**src/rtl/mat_stream_sched_if.sv**
```systemverilog
// Bus bundle for mat_stream_sched: the flat-matrix input stream and the element output stream.
// The "slave" modport is the scheduler's view; "master" is the producer/consumer environment.
interface mat_stream_sched_if #(
    parameter int N     = 4,
    parameter int WIDTH = 8,
    parameter int IW    = (N > 1) ? $clog2(N) : 1
);
    logic                   s_valid;
    logic                   s_ready;
    logic [N*N*WIDTH-1:0]   s_data;
    logic                   s_transpose;
    logic                   m_valid;
    logic                   m_ready;
    logic [WIDTH-1:0]       m_data;
    logic [IW-1:0]          m_row;
    logic [IW-1:0]          m_col;
    logic                   m_last_line;
    logic                   m_last;

    modport slave (
        input  s_valid, s_data, s_transpose, m_ready,
        output s_ready, m_valid, m_data, m_row, m_col, m_last_line, m_last
    );

    modport master (
        output s_valid, s_data, s_transpose, m_ready,
        input  s_ready, m_valid, m_data, m_row, m_col, m_last_line, m_last
    );
endinterface

```
**src/rtl/mat_stream_sched.sv**
```systemverilog
// Streams one buffered N x N matrix out element by element, row-major or column-major,
// and reloads on the final beat so consecutive matrices flow with no idle cycle.
module mat_stream_sched #(
    parameter int N     = 4,
    parameter int WIDTH = 8,
    parameter int IW    = (N > 1) ? $clog2(N) : 1
) (
    input  logic              clk,
    input  logic              rstn,
    mat_stream_sched_if.slave io,
    output logic              busy
);
    localparam int            AW       = (N > 1) ? $clog2(N * N) : 1;
    localparam logic [IW-1:0] LAST_IDX = IW'(N - 1);

    typedef enum logic {S_IDLE, S_STREAM} state_t;

    state_t                         r_state;
    logic [N*N-1:0][WIDTH-1:0]      r_buf;
    logic                           r_transpose;
    logic [IW-1:0]                  r_outer;
    logic [IW-1:0]                  r_inner;

    logic                           w_streaming;
    logic                           w_inner_last;
    logic                           w_last;
    logic                           w_s_ready;
    logic                           w_load;
    logic [IW-1:0]                  w_row;
    logic [IW-1:0]                  w_col;
    logic [AW-1:0]                  w_elem;

    assign w_streaming  = (r_state == S_STREAM);
    assign w_inner_last = (r_inner == LAST_IDX);
    assign w_last       = w_inner_last && (r_outer == LAST_IDX);

    // Reload is allowed on the final accepted beat, so s_ready depends combinationally on m_ready.
    assign w_s_ready = rstn && (!w_streaming || (w_last && io.m_ready));
    assign w_load    = io.s_valid && w_s_ready;

    assign w_row  = r_transpose ? r_inner : r_outer;
    assign w_col  = r_transpose ? r_outer : r_inner;
    assign w_elem = AW'(w_row) * AW'(N) + AW'(w_col);

    assign io.s_ready     = w_s_ready;
    assign io.m_valid     = w_streaming;
    assign io.m_data      = r_buf[w_elem];
    assign io.m_row       = w_row;
    assign io.m_col       = w_col;
    assign io.m_last_line = w_streaming && w_inner_last;
    assign io.m_last      = w_streaming && w_last;
    assign busy           = w_streaming;

    // NOTE: sequential state uses non-blocking assignments so every register samples pre-edge values.
    always_ff @(posedge clk or negedge rstn) begin
        if (!rstn) begin
            r_state     <= S_IDLE;
            // NOTE: the matrix buffer is reset too, so m_data reads 0 during and after reset.
            r_buf       <= '0;
            r_transpose <= 1'b0;
            r_outer     <= '0;
            r_inner     <= '0;
        end else begin
            if (w_load) begin
                r_buf       <= io.s_data;
                r_transpose <= io.s_transpose;
            end
            case (r_state)
                S_IDLE: begin
                    r_outer <= '0;
                    r_inner <= '0;
                    if (w_load) r_state <= S_STREAM;
                end
                S_STREAM: begin
                    if (io.m_ready) begin
                        if (w_last) begin
                            r_outer <= '0;
                            r_inner <= '0;
                            if (!io.s_valid) r_state <= S_IDLE;
                        end else if (w_inner_last) begin
                            r_inner <= '0;
                            r_outer <= r_outer + 1'b1;
                        end else begin
                            r_inner <= r_inner + 1'b1;
                        end
                    end
                end
                default: r_state <= S_IDLE;
            endcase
        end
    end
endmodule

```
**src/flat_wrapper.sv**
```systemverilog
// flat-port wrapper written by rule: the top's interface ports become plain ports
module mat_stream_sched_flat 
#(
    parameter int N     = 4,
    parameter int WIDTH = 8,
    parameter int IW    = (N > 1) ? $clog2(N) : 1
)
  (clk, rstn, busy, io_s_valid, io_s_data, io_s_transpose, io_m_ready, io_s_ready, io_m_valid, io_m_data, io_m_row, io_m_col, io_m_last_line, io_m_last);
  mat_stream_sched_if #(.N(N), .WIDTH(WIDTH), .IW(IW)) io_i ();
  input  logic clk;
  input  logic rstn;
  output logic busy;
  input wire logic [$bits(io_i.s_valid)-1:0] io_s_valid;
  input wire logic [$bits(io_i.s_data)-1:0] io_s_data;
  input wire logic [$bits(io_i.s_transpose)-1:0] io_s_transpose;
  input wire logic [$bits(io_i.m_ready)-1:0] io_m_ready;
  output wire logic [$bits(io_i.s_ready)-1:0] io_s_ready;
  output wire logic [$bits(io_i.m_valid)-1:0] io_m_valid;
  output wire logic [$bits(io_i.m_data)-1:0] io_m_data;
  output wire logic [$bits(io_i.m_row)-1:0] io_m_row;
  output wire logic [$bits(io_i.m_col)-1:0] io_m_col;
  output wire logic [$bits(io_i.m_last_line)-1:0] io_m_last_line;
  output wire logic [$bits(io_i.m_last)-1:0] io_m_last;
  assign io_i.s_valid = io_s_valid;
  assign io_i.s_data = io_s_data;
  assign io_i.s_transpose = io_s_transpose;
  assign io_i.m_ready = io_m_ready;
  assign io_s_ready = io_i.s_ready;
  assign io_m_valid = io_i.m_valid;
  assign io_m_data = io_i.m_data;
  assign io_m_row = io_i.m_row;
  assign io_m_col = io_i.m_col;
  assign io_m_last_line = io_i.m_last_line;
  assign io_m_last = io_i.m_last;
  mat_stream_sched #(.N(N), .WIDTH(WIDTH), .IW(IW)) u_core (.clk(clk), .rstn(rstn), .io(io_i), .busy(busy));
endmodule
```
**config.mk**
```make
export PLATFORM = sky130hd
export DESIGN_NAME = mat_stream_sched_flat
export DESIGN_NICKNAME = d
export VERILOG_FILES = /design/src/rtl/mat_stream_sched_if.sv /design/src/rtl/mat_stream_sched.sv /design/src/flat_wrapper.sv
export SDC_FILE = /design/constraint.sdc
export NUM_CORES = 1
export LEC_CHECK = 0
export CAP_MARGIN = 20
export CORE_UTILIZATION = 50
export CTS_CLUSTER_SIZE = 40
export DETAILED_ROUTE_END_ITERATION = 7
export HOLD_SLACK_MARGIN = 0.05
export PLACE_DENSITY = 0.81
export SKIP_LAST_GASP = 1
export SYNTH_ARGS = -nofsm -noshare
export SYNTH_HDL_FRONTEND = slang
export SYNTH_SLANG_ARGS = --single-unit
```
**constraint.sdc**
```tcl
create_clock -name clk -period 2.95 [get_ports clk]
set_clock_uncertainty 0.05 [all_clocks]
set_input_delay 0.295 -clock clk [delete_from_list [all_inputs] [get_ports clk]]
set_output_delay 0.295 -clock clk [all_outputs]
set_load 0.1 [all_outputs]
```
==> impl_metrics.csv <==
group,metric,value,unit
flow_run,cap_violations,0,
worst_setup_path,worstSetupStartpoint,"u_core.r_transpose$_DFFE_PN0P_",
finish,drive_above_1_share,39.1,%
drt,vias,4346,
sta,report.final.setup_viol,0,
drt,firstDrtPassIters,5,
sta,period_needed,2.93,ns
worst_setup_path,path_class,"flop to primary output",
drt,viasPerCell,5.67,
worst_setup_path,arrival,2.59,ns
floorplanning,coreArea,12000,um2
sta,drv_slew,0,
outcome,status,"finished, final reports clean",
drt,ant_nets,0,
floorplanning,die_y,113,um
global_route,grt_antenna_before_repair,0,
worst_setup_path,path_max_fanout,5,
pwr,vdd_drop_max,0.785,mV
worst_setup_path,slowest_delay,0.54,ns
yosys,synth-async-reset-ratio,100,%
yosys,yosysWarnings,0,
global_route,grt_overflow,0,
floorplanning,pin_count,150,
clock_network,clk_path_buf_depth,2,
global_route,grt_util_all_layers,26.6,%
yosys,syn_avg_cell_area,14.1,um2
clock_network,cts_tree,"built",
drt,post-route-drc-count,0,
worst_setup_path,r2r-end,"u_core.r_buf[80]$_DFFE_PN0P_",
pwr,swShare,40.5,%
hold_path,hold_class,"primary input to async pin",
yosys,ys_types,30,
global_route,grt_pass1_wl,25000,um
floorplanning,rows,40,
finish,antenna_cells,0,
sta,rsz0062_at_grt,"true",
worst_setup_path,crit_path_end_kind,"primary output",
global_route,grt_max_degree,74,
pwr,switchingPower,4.96,mW
pwr,p_per_area,1380,nW/um2
clock_network,clk_latency,0.42,ns
finish,syn_to_final_growth,44.1,%
clock_network,ctsRootBufferMaster,"clkbuf_16",
yosys,ys.flop_type,"dfrtp_1",
worst_setup_path,r2r_start,"u_core.r_inner[0]$_DFFE_PN0P_",
yosys,syn_nets,571,
placed_design,io_buffers,149,
clock_network,numCtsBuffers,17,
clock_network,path_clk_slew,0.06,ns
drt,routed_wl,16300,um
yosys,ys_ff_latch,134,
worst_setup_path,critPathLaunchType,"flop",
placed_design,dpl_cell_area,7920,um2
pwr,power.leakage,3.94,nW
placed_design,dp_hpwl,10900,um
worst_setup_path,worstPathCellList,"mux2i_4 > buf_6 > clkbuf_16 > mux2i_2 > o22ai_1 > or4_4 > buf_12",
finish,register_area,3360,um2
sta,clock.fmax,341,MHz
yosys,ys_seq_area_share,54.4,%
clock_network,htree_num_levels,4,
clock_network,cts_sinks,134,
drt,dr.first_iter.drc_count,245,
floorplanning,start_util,51.4,%
global_route,grt_pass1_vias,4602,
yosys,synth_cells,436,
sta,post-route-period-util,99.4,%
floorplanning,chipWidth,113,um
pwr,internal_power,7.29,mW
worst_setup_path,cp-endpoint,"io_m_data[4]",
yosys,synth_edf_count,0,
pwr,power_frac_comb,54.9,%
worst_setup_path,reg2regPathDepth,7,
sta,maxSlewHeadroom,39.5,%
drt,post_drt_wl_per_cell,21.3,um
finish,multiInputGateArea,2810,um2
worst_setup_path,cpMaxStageDelayCell,"or4_4",
worst_setup_path,rrSetupSlack,0.58,ns
finish,design_area,8890,um2
finish,fill_cells,800,
yosys,synth_area,6170,um2
floorplanning,dieArea,12800,um2
sta,finalSetupTns,0,ns
sta,worst_pin_slew,0.908,ns
worst_setup_path,critical_path_required,2.61,ns
pwr,pwr-share-seq,27.6,%
sta,hold_viol,0,
finish,nNetsFinal,741,
placed_design,gp_congestion,0.784,
pwr,clkPwrFrac,17.5,%
synth_stat cells, types with 3 or more instances:
| master | n | share of area [%] |
|---|---|---|
| mux2i_1 | 66 | 11 |
| nor3b_1 | 3 | 0.37 |
| clkbuf_1 | 3 | 0.18 |
| and2_1 | 3 | 0.30 |
| mux2_2 | 132 | 24 |
| o22ai_1 | 32 | 3.2 |
| nand3_1 | 3 | 0.24 |
| buf_2 | 15 | 1.2 |
| or4_1 | 8 | 0.97 |
| nand2_1 | 5 | 0.30 |
| inv_1 | 3 | 0.18 |
| buf_6 | 6 | 1.1 |
| dfrtp_1 | 134 | 54 |
metal layers:
metal	up-vias	wire, um	global-route usage (%)
met5	-	0	0
met1	2202	6850	33.4
met2	138	8090	42.3
li1	1968	-	-
met3	38	839	8.19
met4	0	546	12.6
per-stage QoR:
step	util [%]	power, mW	setup slack, ns	instances	hold slack, ns
global route	74.0	12.7	-0.0372	766	0.239
global placement	65.9	8.95	0.210	719	0.109
CTS	72.4	11.8	0.0137	762	0.224
floorplan	-	7.30	0.160	436	-0.0506
finish	74.0	12.3	0.0171	766	0.236
detailed placement	65.9	9.11	0.129	719	0.114
sequential cells by signal (all words and copies together) (netlist names):
signal              flops
u_core.r_buf          128
u_core.r_outer          2
u_core.r_transpose      1
u_core.busy             1
u_core.r_inner          2
cell type report:
cell class	instances	area share, %
Clock buffer	21	5.07
Clock inverter	11	1.69
Inverter	3	0.127
Tap cell	147	2.07
Multi-Input combinational cell	272	31.6
Timing Repair Buffer	178	21.6
Sequential cell	134	37.8
power by group through the flow:
stage / combinational [mW] / sequential (mW) / clock [mW]
global route: 7.01 / 3.47 / 2.26
global placement: 5.65 / 3.31 / 0
floorplan: 4.17 / 3.12 / 0
detailed placement: 5.76 / 3.35 / 0
finish: 6.73 / 3.38 / 2.15
CTS: 6.29 / 3.30 / 2.17
worst max-delay path: cells and delay by family (launching register included):
kind	cells	cell delay (ns)
AOI/OAI and AO/OA	1	0.14
buffers and inverters	3	0.51
DFF	1	0.40
muxes	2	0.58
and+or+nand+nor	1	0.54
cell families after synthesis:
kind of cell | count (synthesis) | synth area share [%]
AO/OA/AOI/OAI | 39 | 4.08
XOR/XNOR | 2 | 0.284
adder cells (fa/ha/maj) | 2 | 0.406
buffers and inverters | 30 | 2.92
flip-flops | 134 | 54.4
multiplexers | 198 | 34.8
AND/OR/NAND/NOR | 31 | 3.14
worst min-delay path by stage:
stage / startpoint / end / slack, ns / depth (start not counted)
final: rstn / u_core.r_buf[84]$_DFFE_PN0P_ / 0.24 / 2
after global routing: rstn / u_core.r_buf[68]$_DFFE_PN0P_ / 0.24 / 2
after CTS: rstn / u_core.r_buf[68]$_DFFE_PN0P_ / 0.22 / 2
after floorplan: rstn / u_core.busy$_DFF_PN0_ / -0.05 / 0
after global placement: rstn / u_core.r_buf[76]$_DFFE_PN0P_ / 0.11 / 1
after detailed placement: rstn / u_core.r_buf[68]$_DFFE_PN0P_ / 0.11 / 1
timing repair:
item | 4_1_cts | 5_1_grt
buffers inserted | 8 | 1
cloned | 2 | 4
gates resized for setup | 18 | 25
hold buffers | 1 | 0
endpoints found under the setup margin | 8 | 8
pin swaps | 0 | 7
endpoints found under the hold margin | 20 | 0
layout by cell type (no fill, tap or decap), types with 2 or more instances in the layout:
cell	instances
buf_6	6
bufinv_16	3
a32oi_1	2
clkinvlp_4	2
inv_1	3
buf_12	13
a21oi_1	2
dfrtp_1	130
mux2_2	132
buf_4	23
nor2b_1	2
mux2i_4	5
nand2_1	3
mux2i_1	50
clkinv_4	3
o22ai_1	31
mux2i_2	11
ha_1	2
or4_4	8
dfrtp_2	4
nor2_1	2
nor3b_1	3
clkdlybuf4s50_1	131
clkbuf_16	20
nand3_1	2
and2_1	3
clkbuf_1	3
clkinv_2	2
Note: power is estimated with default switching activity, not from simulation.
